File: config.mk
export PLATFORM = sky130hd
export DESIGN_NAME = vehicle_lane_sequencer
export DESIGN_NICKNAME = d
export VERILOG_FILES = /design/src/rtl/vls_pkg.sv /design/src/rtl/vls_prescaler.sv /design/src/rtl/vehicle_lane_sequencer.sv
export SDC_FILE = /design/constraint.sdc
export NUM_CORES = 1
export LEC_CHECK = 0
export ABC_AREA = 1
export BUFFER_PORTS_ARGS = -buffer_cell sky130_fd_sc_hd__buf_2
export CAP_MARGIN = 40
export CORE_MARGIN = 2
export CORE_UTILIZATION = 59
export CTS_CLUSTER_DIAMETER = 150
export DETAILED_ROUTE_END_ITERATION = 10
export HOLD_SLACK_MARGIN = 0.15
export MAX_ROUTING_LAYER = met4
export PLACE_DENSITY = 0.8
export SYNTH_ARGS = -nofsm -noshare
export SYNTH_HDL_FRONTEND = slang
export SYNTH_HIERARCHICAL = 1
export SYNTH_SLANG_ARGS = --single-unit
export TNS_END_PERCENT = 20
File: constraint.sdc
create_clock -name VLS_CLOCK_50 -period 3.4 [get_ports VLS_CLOCK_50]
set_input_delay 0.51 -clock VLS_CLOCK_50 [delete_from_list [all_inputs] [get_ports VLS_CLOCK_50]]
set_output_delay 0.51 -clock VLS_CLOCK_50 [all_outputs]
set_load 0.01 [all_outputs]
File: src/rtl/vls_pkg.sv
// Shared encodings for the vehicle lane sequencer: FSM state values and the
// select codes understood by the per-bit 4:1 lane multiplexers.
package vls_pkg;

    localparam logic [1:0] VLS_IDLE   = 2'd0;
    localparam logic [1:0] VLS_RUN    = 2'd1;
    localparam logic [1:0] VLS_PAUSED = 2'd2;
    localparam logic [1:0] VLS_LOAD   = 2'd3;

    localparam logic [1:0] SEL_HOLD  = 2'd0;
    localparam logic [1:0] SEL_LEFT  = 2'd1;
    localparam logic [1:0] SEL_RIGHT = 2'd2;
    localparam logic [1:0] SEL_LOAD  = 2'd3;

endpackage

File: src/rtl/vls_prescaler.sv
// Shift-period counter: counts up while advanced, wraps at the effective period
// and flags the terminal count. A speed of 0 behaves as 1.
module vls_prescaler #(
    parameter int unsigned PRESCALER_WIDTH = 24
) (
    input  logic                       clk,
    input  logic                       rst_n,
    input  logic                       clear,
    input  logic                       advance,
    input  logic [PRESCALER_WIDTH-1:0] speed,
    output logic                       terminal
);

    logic [PRESCALER_WIDTH-1:0] count_q;
    logic [PRESCALER_WIDTH-1:0] speed_eff;

    assign speed_eff = (speed == '0) ? PRESCALER_WIDTH'(1) : speed;
    // >= so that a speed reduced below the current count wraps immediately
    assign terminal  = (count_q >= (speed_eff - PRESCALER_WIDTH'(1)));

    always_ff @(posedge clk) begin
        if (!rst_n) begin
            count_q <= '0;
        end else if (clear) begin
            count_q <= '0;
        end else if (advance) begin
            count_q <= terminal ? '0 : count_q + PRESCALER_WIDTH'(1);
        end
    end

endmodule

File: src/rtl/vehicle_lane_sequencer.sv
// Lane control FSM: drives the shared select bus of the lane muxes (hold,
// shift, load) from enable/pause levels, the prescaler and a load handshake.
module vehicle_lane_sequencer
    import vls_pkg::*;
#(
    parameter int unsigned DATAWIDTH_SELECTOR = 2,
    parameter int unsigned PRESCALER_WIDTH    = 24,
    parameter int unsigned LANE_DIRECTION     = 0
) (
    input  logic                          VLS_CLOCK_50,
    input  logic                          VLS_RESET_InLow,
    input  logic                          VLS_ENABLE_IN,
    input  logic                          VLS_PAUSE_IN,
    input  logic [PRESCALER_WIDTH-1:0]    VLS_SPEED_IN,
    input  logic                          VLS_LOAD_REQ_IN,
    output logic [DATAWIDTH_SELECTOR-1:0] VLS_SELECT_BUS_OUT,
    output logic                          VLS_SHIFT_STROBE_OUT,
    output logic                          VLS_LOAD_ACK_OUT,
    output logic [1:0]                    VLS_STATE_OUT
);

    localparam logic [DATAWIDTH_SELECTOR-1:0] SEL_HOLD_W  = DATAWIDTH_SELECTOR'(SEL_HOLD);
    localparam logic [DATAWIDTH_SELECTOR-1:0] SEL_LOAD_W  = DATAWIDTH_SELECTOR'(SEL_LOAD);
    localparam logic [DATAWIDTH_SELECTOR-1:0] SHIFT_CODE  = (LANE_DIRECTION == 0) ?
        DATAWIDTH_SELECTOR'(SEL_LEFT) : DATAWIDTH_SELECTOR'(SEL_RIGHT);

    logic [1:0]                    state_q, state_d;
    logic [DATAWIDTH_SELECTOR-1:0] select_q, select_d;
    logic                          strobe_q, ack_q;
    logic                          load_prev_q;
    logic                          load_edge;
    logic                          cnt_clear, cnt_advance, cnt_terminal;

    assign load_edge = VLS_LOAD_REQ_IN & ~load_prev_q;

    vls_prescaler #(
        .PRESCALER_WIDTH(PRESCALER_WIDTH)
    ) u_prescaler (
        .clk     (VLS_CLOCK_50),
        .rst_n   (VLS_RESET_InLow),
        .clear   (cnt_clear),
        .advance (cnt_advance),
        .speed   (VLS_SPEED_IN),
        .terminal(cnt_terminal)
    );

    always_comb begin
        state_d     = state_q;
        select_d    = SEL_HOLD_W;
        cnt_clear   = 1'b0;
        cnt_advance = 1'b0;
        case (state_q)
            VLS_IDLE: begin
                cnt_clear = 1'b1;
                if (load_edge) begin
                    state_d  = VLS_LOAD;
                    select_d = SEL_LOAD_W;
                end else if (VLS_ENABLE_IN) begin
                    state_d = VLS_RUN;
                end
            end
            VLS_RUN: begin
                if (load_edge) begin
                    state_d   = VLS_LOAD;
                    select_d  = SEL_LOAD_W;
                    cnt_clear = 1'b1;
                end else if (!VLS_ENABLE_IN) begin
                    state_d   = VLS_IDLE;
                    cnt_clear = 1'b1;
                end else if (VLS_PAUSE_IN) begin
                    state_d = VLS_PAUSED;
                end else begin
                    cnt_advance = 1'b1;
                    if (cnt_terminal) begin
                        select_d = SHIFT_CODE;
                    end
                end
            end
            VLS_PAUSED: begin
                if (load_edge) begin
                    state_d   = VLS_LOAD;
                    select_d  = SEL_LOAD_W;
                    cnt_clear = 1'b1;
                end else if (!VLS_ENABLE_IN) begin
                    state_d   = VLS_IDLE;
                    cnt_clear = 1'b1;
                end else if (!VLS_PAUSE_IN) begin
                    state_d = VLS_RUN;
                end
            end
            default: begin
                // LOAD lasts one cycle; edges seen here are deliberately dropped
                cnt_clear = 1'b1;
                state_d   = VLS_ENABLE_IN ? VLS_RUN : VLS_IDLE;
            end
        endcase
    end

    always_ff @(posedge VLS_CLOCK_50) begin
        if (!VLS_RESET_InLow) begin
            state_q     <= VLS_IDLE;
            select_q    <= SEL_HOLD_W;
            strobe_q    <= 1'b0;
            ack_q       <= 1'b0;
            load_prev_q <= 1'b0;
        end else begin
            state_q     <= state_d;
            select_q    <= select_d;
            strobe_q    <= (select_d == SHIFT_CODE);
            ack_q       <= (select_d == SEL_LOAD_W);
            load_prev_q <= VLS_LOAD_REQ_IN;
        end
    end

    assign VLS_SELECT_BUS_OUT   = select_q;
    assign VLS_SHIFT_STROBE_OUT = strobe_q;
    assign VLS_LOAD_ACK_OUT     = ack_q;
    assign VLS_STATE_OUT        = state_q;

endmodule

Word level (Yosys, flattened, before mapping)
Cells that the tools add are included.
- register bits: 31
- input bits: 29
- output and inout bits: 6
- word-level logic and storage cells: 50
- $add $sub $neg: 2
- order comparisons: 1
- eq/ne operators: 7
- muxes and demuxes: 25
- bitwise gates (word level): 3
- reduce and logical (&&, ||, !) cells: 6
- operator list (operator ; number):
    2-to-1 mux 24 bit ; 2
    adder 24 x 1 -> 24 bit (second input constant) ; 1
    greater-or-equal comparator 24 bit ; 1
    zero test 24 bit ; 1
    subtractor 24 x 1 -> 24 bit (second input constant) ; 1
    2-to-1 mux 2 bit ; 10
    2-to-1 mux 1 bit ; 11
    != test 4 bit (second input constant) ; 2
    case mux 2 bit (3 select lines) ; 1
    OR reduction 2 bit ; 3
    equality test 2 x 1 -> 1 bit (second input constant) ; 2
    equality test 2 bit (second input constant) ; 2
    case mux 2 bit (2 select lines) ; 1
    != test 3 bit (second input constant) ; 1
    AND reduction 3 bit ; 1
    zero test 2 bit ; 1
    inverter 1 bit ; 2
    AND 1 bit ; 1

Depth between registers and ports, before layout
Gate-level depths: netlist of the first run.
- depth in word-level cells: 10
- depth in mapped cells: 24
- gate-level depth less buffers: 23

Modules after synthesis
The synthesis of the first run kept the hierarchy.
- modules (own cells, without submodules) (module ; times used ; cells an instance ; area each (um2) ; sequential area each (um2)):
    vls_prescaler ; 1 ; 358 ; 2436.1 ; 480.5
    vehicle_lane_sequencer ; 1 ; 63 ; 424.2 ; 140.1

Worst setup path after synthesis of the first run
OpenSTA, ideal clock, no wires.
- path type: input -> register
- start point: in VLS_SPEED_IN[16]
- end point: reg u_prescaler.count_q[7]
- setup time: 0.117 ns
- arrival time: 2.960 ns
- data required time: 3.283 ns
- setup slack: 0.323 ns
- stages on the path: 22
- buffers on the path: 1
- path through: or2_1 > nor2_2 > nand4_4 > nand2_2 > inv_2 > ha_1 > nand2_1 > nor2_2 > and2_1 > nand4_1 > xor2_1 > ha_1 > nand2_1 > nor2_1 > nand2_1 > nor3_1 > nand2_1 > nand3_2 > nand2_1 > nand2_2 > buf_6 > nor2_1
- longest elaborated chain between the ends: 5
- RTL lines (item ; line ; RTL):
    from (decl) ; vehicle_lane_sequencer.sv:14 ; input logic [PRESCALER_WIDTH-1:0] VLS_SPEED_IN,
    zero test 24 bit ; vls_prescaler.sv:17 ; assign speed_eff = (speed == '0) ? PRESCALER_WIDTH'(1) : speed;
    2-to-1 mux 24 bit * ; vls_prescaler.sv:17 ;
    subtractor 24 x 1 -> 24 bit * ; vls_prescaler.sv:19 ; assign terminal = (count_q >= (speed_eff - PRESCALER_WIDTH'(1)));
    greater-or-equal comparator 24 bit * ; vls_prescaler.sv:19 ;
    via cnt_terminal ; vehicle_lane_sequencer.sv:32 ; logic cnt_clear, cnt_advance, cnt_terminal;
    2-to-1 mux 24 bit * ; vls_prescaler.sv:27 ; count_q <= terminal ? '0 : count_q + PRESCALER_WIDTH'(1);
    to (signal assigned) ; vls_prescaler.sv:27 ;
    to (decl) ; vls_prescaler.sv:14 ; logic [PRESCALER_WIDTH-1:0] count_q;
Mark *: on every way through the listed nets, which the timed path passes. The rest lies on a longest branch.
A chain may end at the register's enable or synchronous reset.

Worst setup path in the final report of the first run
- start point: in VLS_SPEED_IN[16]
- end point: reg u_prescaler.count_q[17]
Same word-level chain as after synthesis.

==> results of run 1 <==
layout make-up:
cell class,count,area (µm²)
Multi-Input combinational cell,332,2008
Fill cell,377,1316
Sequential cell,31,620.6
Timing Repair Buffer,57,355.3
Inverter,55,206.4
Clock buffer,6,82.58
Tap cell,54,67.56
Clock inverter,2,35.03
state kept, by name, indices dropped and copies added, names as in the netlist:
signal / flops
VLS_SELECT_BUS_OUT: 2
VLS_STATE_OUT: 2
VLS_SHIFT_STROBE_OUT: 1
load_prev_q: 1
VLS_LOAD_ACK_OUT: 1
u_prescaler/count_q: 24
layer usage:
layer	share of wire [%]	vias to the layer above	track usage (%)
met5	0	-	-
met4	0.58	0	5.657
met3	4.7	4	4.664
met2	48	65	43.35
met1	47	1277	36.59
li1	-	1473	-
cells by family (layout without fill, tap and decap cells):
kind of cell | count (synthesis) | after routing | synth area share [%]
AOI/OAI and AO/OA | 23 | 23 | 4.418
xor gates and xnor gates | 35 | 35 | 10.72
adders and majority gates | 30 | 30 | 13.12
buffers and inverters | 58 | 120 | 8.267
DFF | 31 | 31 | 21.70
muxes | 1 | 1 | 0.3500
and+or+nand+nor | 243 | 243 | 41.43
critical path: cells and delay by family:
kind | cells | cell delay (ns)
buffers and inverters | 3 | 0.31
AND/OR/NAND/NOR | 17 | 1.94
XOR/XNOR | 1 | 0.14
adder cells (fa/ha/maj) | 2 | 0.47
metrics by stage:
| stage | hold WS [ns] | cell area (µm²) | TNS (ns) |
|---|---|---|---|
| 6_report | 0.4945 | 3376 | 0 |
| 2_1_floorplan | 0.5007 | 2860 | 0 |
| 3_3_place_gp | 0.5287 | 3253 | -0.1959 |
| 4_1_cts | 0.4918 | 3371 | 0 |
| 5_1_grt | 0.5064 | 3376 | 0 |
| 3_5_place_dp | 0.5367 | 3253 | -2.919 |
final timing paths:
| path | from | endpoint | slack, ns | cells after the start |
|---|---|---|---|---|
| max | VLS_SPEED_IN[16] | u_prescaler/count_q[17] | 0.20 | 23 |
| min | VLS_LOAD_REQ_IN | load_prev_q | 0.49 | 3 |
| max reg2reg | VLS_STATE_OUT[1] | u_prescaler/count_q[22] | 1.21 | 14 |
| min reg2reg | u_prescaler/count_q[23] | u_prescaler/count_q[23] | 0.55 | 2 |
where the power goes:
part	leakage (µW)	switching, µW	internal, µW
Clock	0.0000612	133	237
Combinational	0.00127	167	114
Sequential	0.000251	11.0	380
Total	0.00158	311	731
synthesized netlist by cell type (all sizes together) (2+ instances only):
cell type,number,area (µm²)
nand2,94,382.9
nor2,85,371.6
inv,54,202.7
dfxtp,31,620.6
ha,30,375.4
nand3,30,170.2
xor2,22,192.7
nor3,14,112.6
nand4,13,96.34
xnor2,13,113.9
a21oi,11,55.05
o21ai,7,35.03
buf,3,30.03
or2,3,18.77
nor4,2,18.77
o21bai,2,15.01
what timing repair did:
action | in CTS | in global routing
setup endpoints to repair | 0 | 20
endpoints found under the hold margin | 0 | 0
hold buffers | 0 | 0
gates resized for setup | 0 | 1
==> summary.md, run 1 <==
| Metric | Value |
|---|---|
| F_max | `0.3122 GHz` |
| DR vias | `2819` |
| Post-Syn Nets | `480` |
| Row count | `25` |
| Fin crit period | `3.203 ns` |
| Critical path required time | `3.57 ns` |
| Max Root-Sink Buffers | `2` |
| Max-Cap Viols | `0` |
| DR WL/cell | `12.81 µm` |
| Fin. Hold Viols | `0` |
| Final WL | `6878 µm` |
| Largest net degree at the start of global routing | `20` |
| Area growth syn-to-layout | `18.02%` |
| Grt total ovfl | `0` |
| LEAKAGE | `0.001584 µW` |
| RSZ-0062 raised after global routing | `false` |
| CTS Buf Count | `5` |
| Startpoint types | `primary input` |
| Dominant synthesized flop cell | `dfxtp_1` |
| Worst-skew pair later-pin latency | `0.28 ns` |
| Final WS setup | `0.1971 ns` |
| CTS tree | `done` |
| Worst Setup End Kind | `flop` |
| Initial antenna violation count | `0` |
| Hold crit path type | `in -> reg` |
| Synthesized area | `2860 µm²` |
| Post-route clock period utilization | `94.20%` |
| Finished Layout Cells | `537` |
| CP arrival | `3.37 ns` |
| # setup viols final | `0` |
| Drc violations | `0` |
| YS warnings | `6` |
| N_diodes | `0` |
| Initial cell density of the core | `60.96%` |
| Die X | `73.63 µm` |
| GPL Wtd Cong | `0.9914` |
| Final setup skew | `0.006103 ns` |
| CP cell instances | `buf_2 > or2_1 > nor2_2 > nand4_4 > nand2_2 > inv_2 > ha_1 > nand2_1 > nor3_2 > nand4_1 > nor2_1 > xnor2_1 > ha_1 > nand2_1 > nor2_1 > nand2_1 > nor3_1 > nand2_1 > nand3_2 > nand2_1 > nand2_2 > buf_12 > nor2_1` |
| Buffers on Ports | `34` |
| Worst path slowest cell | `ha_1` |
| H-tree levels | `2` |
| DRT Pass-1 Iters | `5` |
| Count of cell types in the netlist | `36` |
| Clock sinks | `31` |
| Worst-margin pin slew | `0.3426 ns` |
| Status | `completed` |
| Register area share after synthesis | `21.70%` |
| Post-CTS Setup Bufs | `0` |
| Critical path type | `in -> reg` |
| Yosys reg bits | `31` |
| Vias in the first global route | `2525` |
| Dpl hpwl | `5606 µm` |
| Via/cell ratio | `5.250` |
| Slew Viols, Final | `0` |
| PD cells | `308.6 nW/µm²` |
| Fraction of final layout cells sized beyond drive strength 1 | `22.15%` |
| Ports | `35` |
| First-pass GRT wire length | `11170 µm` |
| Async S/R FF share, synth | `0%` |
| Core area | `4692 µm²` |
| Placed Cells | `529` |
| Antenna-violating nets left | `0` |
| Post-Syn Area per Cell | `6.794 µm²` |
| Final Util | `71.95%` |
| Post-synth EDFFs | `0` |
| Nets@finish | `541` |
| Highest net fanout along the worst path | `19` |
| Slew Limit Headroom | `77.03%` |
| Peak supply drop | `460.0 µV` |
| Clock Tree Root | `clkbuf_8` |
| Chip height | `73.63 µm` |
| Die area | `5421 µm²` |
| Total Power | `1042 µW` |
| Most frequent CP cell | `nand2_1` |
| Mapped Cells | `421` |
| Max stage delay on crit path | `0.28 ns` |
| All-layer global routing usage | `27.33%` |
| Commonest non-fill, non-tap cell in the layout | `nand2_1` |
| CTS clk-pin slew, worst paths | `0.06 ns` |
| Post-Place Setup Slack | `-0.1288 ns` |
| Initial DRC Count | `159` |
| Commonest cells after routing, fill and taps aside | `nand2_1, nor2_1, inv_1` |
No activity file was read; power rests on OpenSTA's default activity.
==> inputs of run 2 (changes only) <==
Settings changed: CORE_UTILIZATION 59 to 45, PLACE_DENSITY 0.8 to 0.63.
==> run 2 against run 1 <==
Clock power shrank 32%. Final cell count grew 3.4%. Non-clock buffer count shrank 3. Global-route usage shrank 7.5 points. Final area shrank 0.70%. Via count shrank 3.8%. Flip-flop and latch count is the same. Core utilization shrank 18 points.
==> summary.md, run 2 (synthesis gave the netlist of run 1 again) <==
| Metric | Value |
|---|---|
| Combinational group share of total power | `30.1% (+3.2 points)` |
| Largest Register | `u_prescaler/count_q` |
| Setup slack on the worst flop-to-flop path | `1.19 ns (-0.02 ns)` |
| Post-CTS Setup Bufs | `0 (unchanged)` |
| Die X | `83.73 µm (+14%)` |
| Hold Slack | `0.4677 ns (-0.02689 ns)` |
| CTS clk-pin slew, worst paths | `0.05 ns (about the same)` |
| Sw Ratio | `31.81% (+2.0 points)` |
| Post-route clock period utilization | `91.41% (-2.8 points)` |
| Total Power | `923.2 µW (-11%)` |
| Placed cell areas | `3259 µm² (+0.19%)` |
| Grt total ovfl | `0 (unchanged)` |
| Ports | `35 (unchanged)` |
| RSZ-0062 raised after global routing | `false` |
| CTS Buf Count | `5 (unchanged)` |
| DR vias | `2712 (-3.8%)` |
| DRT Pass-1 Iters | `4 (-1)` |
| Status | `completed` |
| Worst-skew pair later-pin latency | `0.27 ns (about the same)` |
| Commonest non-fill, non-tap cell in the layout | `nand2_1` |
| Fin. Hold Viols | `0 (unchanged)` |
| Hold_buf cts | `0 (unchanged)` |
| Antenna-violating nets left | `0 (unchanged)` |
| Die area | `7010 µm² (+29%)` |
| Worst Setup End Kind | `flop` |
| Hold crit path type | `in -> reg` |
| Largest net degree at the start of global routing | `19 (-5.0%)` |
| Clock sinks | `31 (unchanged)` |
| Chip height | `83.73 µm (+14%)` |
| P_int | `629.6 µW (-14%)` |
| GPL Wtd Cong | `0.9262 (-6.6%)` |
| First-pass GRT wire length | `11050 µm (-1.1%)` |
| N_diodes | `0 (unchanged)` |
| Max-Cap Viols | `0 (unchanged)` |
| H-tree levels | `2 (unchanged)` |
| Startpoint types | `primary input` |
| Register share of total power | `42.4% (+4.8 points)` |
| Critical path type | `in -> reg` |
| Dpl hpwl | `5540 µm (-1.2%)` |
| Clock group share of total power | `27.4% (-8.1 points)` |
| Final setup skew | `0.005316 ns (-0.0007868 ns)` |
| F_max | `0.3218 GHz (+3.1%)` |
| Initial antenna violation count | `0 (unchanged)` |
| Via/cell ratio | `4.886 (-6.9%)` |
| Buffers on Ports | `34 (unchanged)` |
| Area growth syn-to-layout | `17.19%` |
| Clock Tree Root | `clkbuf_8` |
| Initial cell density of the core | `45.83% (-15 points)` |
| Core area | `6241 µm² (+33%)` |
| Max Root-Sink Buffers | `2 (unchanged)` |
| Critical path required time | `3.56 ns (about the same)` |
| DR WL/cell | `11.68 µm (-8.8%)` |
| Row count | `29 (+16%)` |
| Vias in the first global route | `2400 (-5.0%)` |
| All-layer global routing usage | `19.80% (-7.5 points)` |
| Largest register FFs | `24 (unchanged)` |
| Slew Limit Headroom | `67.74% (-9.3 points)` |
| Drc violations | `0 (unchanged)` |
| CP arrival | `3.27 ns (-0.10 ns)` |
| Fraction of final layout cells sized beyond drive strength 1 | `21.55% (-0.61 points)` |
| Net Switching | `293.6 µW (-5.6%)` |
| Commonest cells after routing, fill and taps aside | `nand2_1, nor2_1, inv_1` |
| Nets@finish | `538 (-0.55%)` |
| Highest net fanout along the worst path | `18 (-1)` |
| Worst-margin pin slew | `0.4799 ns (+0.1372 ns)` |
| LEAKAGE | `0.001546 µW (-2.4%)` |
| CTS tree | `done` |
| # setup viols final | `0 (unchanged)` |
| Final WL | `6480 µm (-5.8%)` |
| PD cells | `275.4 nW/µm² (-11%)` |
| Slew Viols, Final | `0 (unchanged)` |
| Post-route cell area | `3352 µm² (-0.70%)` |
| Peak supply drop | `309.5 µV (-33%)` |
| Initial DRC Count | `138 (-13%)` |
| Fin crit period | `3.108 ns (-0.09505 ns)` |
-- run 2: changes by cell type in the layout (fill, tap and decap cells not counted), sizes merged --
| cell | delta |
|---|---|
| buf | -3 |
| bufinv | -1 |
| clkinv | -1 |
-- run 2: through the flow --
step,setup slack [ns],instances,TNS [ns],utilization (%)
2_1_floorplan,0.3227,421,0,-
4_1_cts,0.1992,555,0,53.39
3_3_place_gp,-0.03119,549,-0.6394,52.23
3_5_place_dp,-0.07677,549,-1.523,52.23
6_report,0.2922,555,0,53.71
5_1_grt,0.01280,555,0,53.71
-- run 2: repair_timing --
action                                 CTS  global route
resized for setup                        0             5
endpoints found under the hold margin    0             0
setup endpoints to repair                0            26
-- run 2: worst paths after layout --
path,startpoint,endpoint,depth (start not counted)
setup / recovery,VLS_SPEED_IN[16],u_prescaler/count_q[21],23
hold / removal,VLS_LOAD_REQ_IN,load_prev_q,3
setup reg to reg,VLS_STATE_OUT[1],u_prescaler/count_q[22],14
hold reg to reg,u_prescaler/count_q[23],u_prescaler/count_q[23],2
-- run 2: cell type report --
type / count / area, µm²
Clock buffer: 6 / 72.57
Fill cell: 623 / 2889
Inverter: 55 / 206.4
Multi-Input combinational cell: 332 / 2023
Sequential cell: 31 / 620.6
Tap cell: 77 / 96.34
Timing Repair Buffer: 54 / 332.8
-- run 2: power groups by stage --
stage	logic [µW]	registers [µW]	clock network (µW)
after floorplan	170	407	0
after global placement	273	400	0
after detailed placement	278	400	0
after CTS	279	392	264
after global routing	318	394	276
final	278	392	253
-- run 2: per-layer routing --
layer	vias to the layer above	GRT usage [%]	part of all wire [%]
met2	43	30.33	44
met5	-	-	0
met3	7	3.264	4.0
met4	0	4.252	1.3
li1	1461	-	-
met1	1201	27.61	51
-- run 2: worst max-delay path, cell delays in order --
cell and delay, ns:
buf_2 0.12, or2_1 0.27, nor2_4 0.17, nand4_4 0.12
nand2_2 0.09, inv_2 0.04, ha_1 0.18, nand2_1 0.14
nor3_2 0.08, nand4_1 0.18, nor2_2 0.06, xnor2_1 0.13
ha_1 0.27, nand2_1 0.07, nor2_2 0.14, nand2_1 0.08
nor3_1 0.13, nand2_1 0.08, nand3_2 0.06, nand2_1 0.06
nand2_2 0.10, buf_12 0.15, nor2_1 0.05
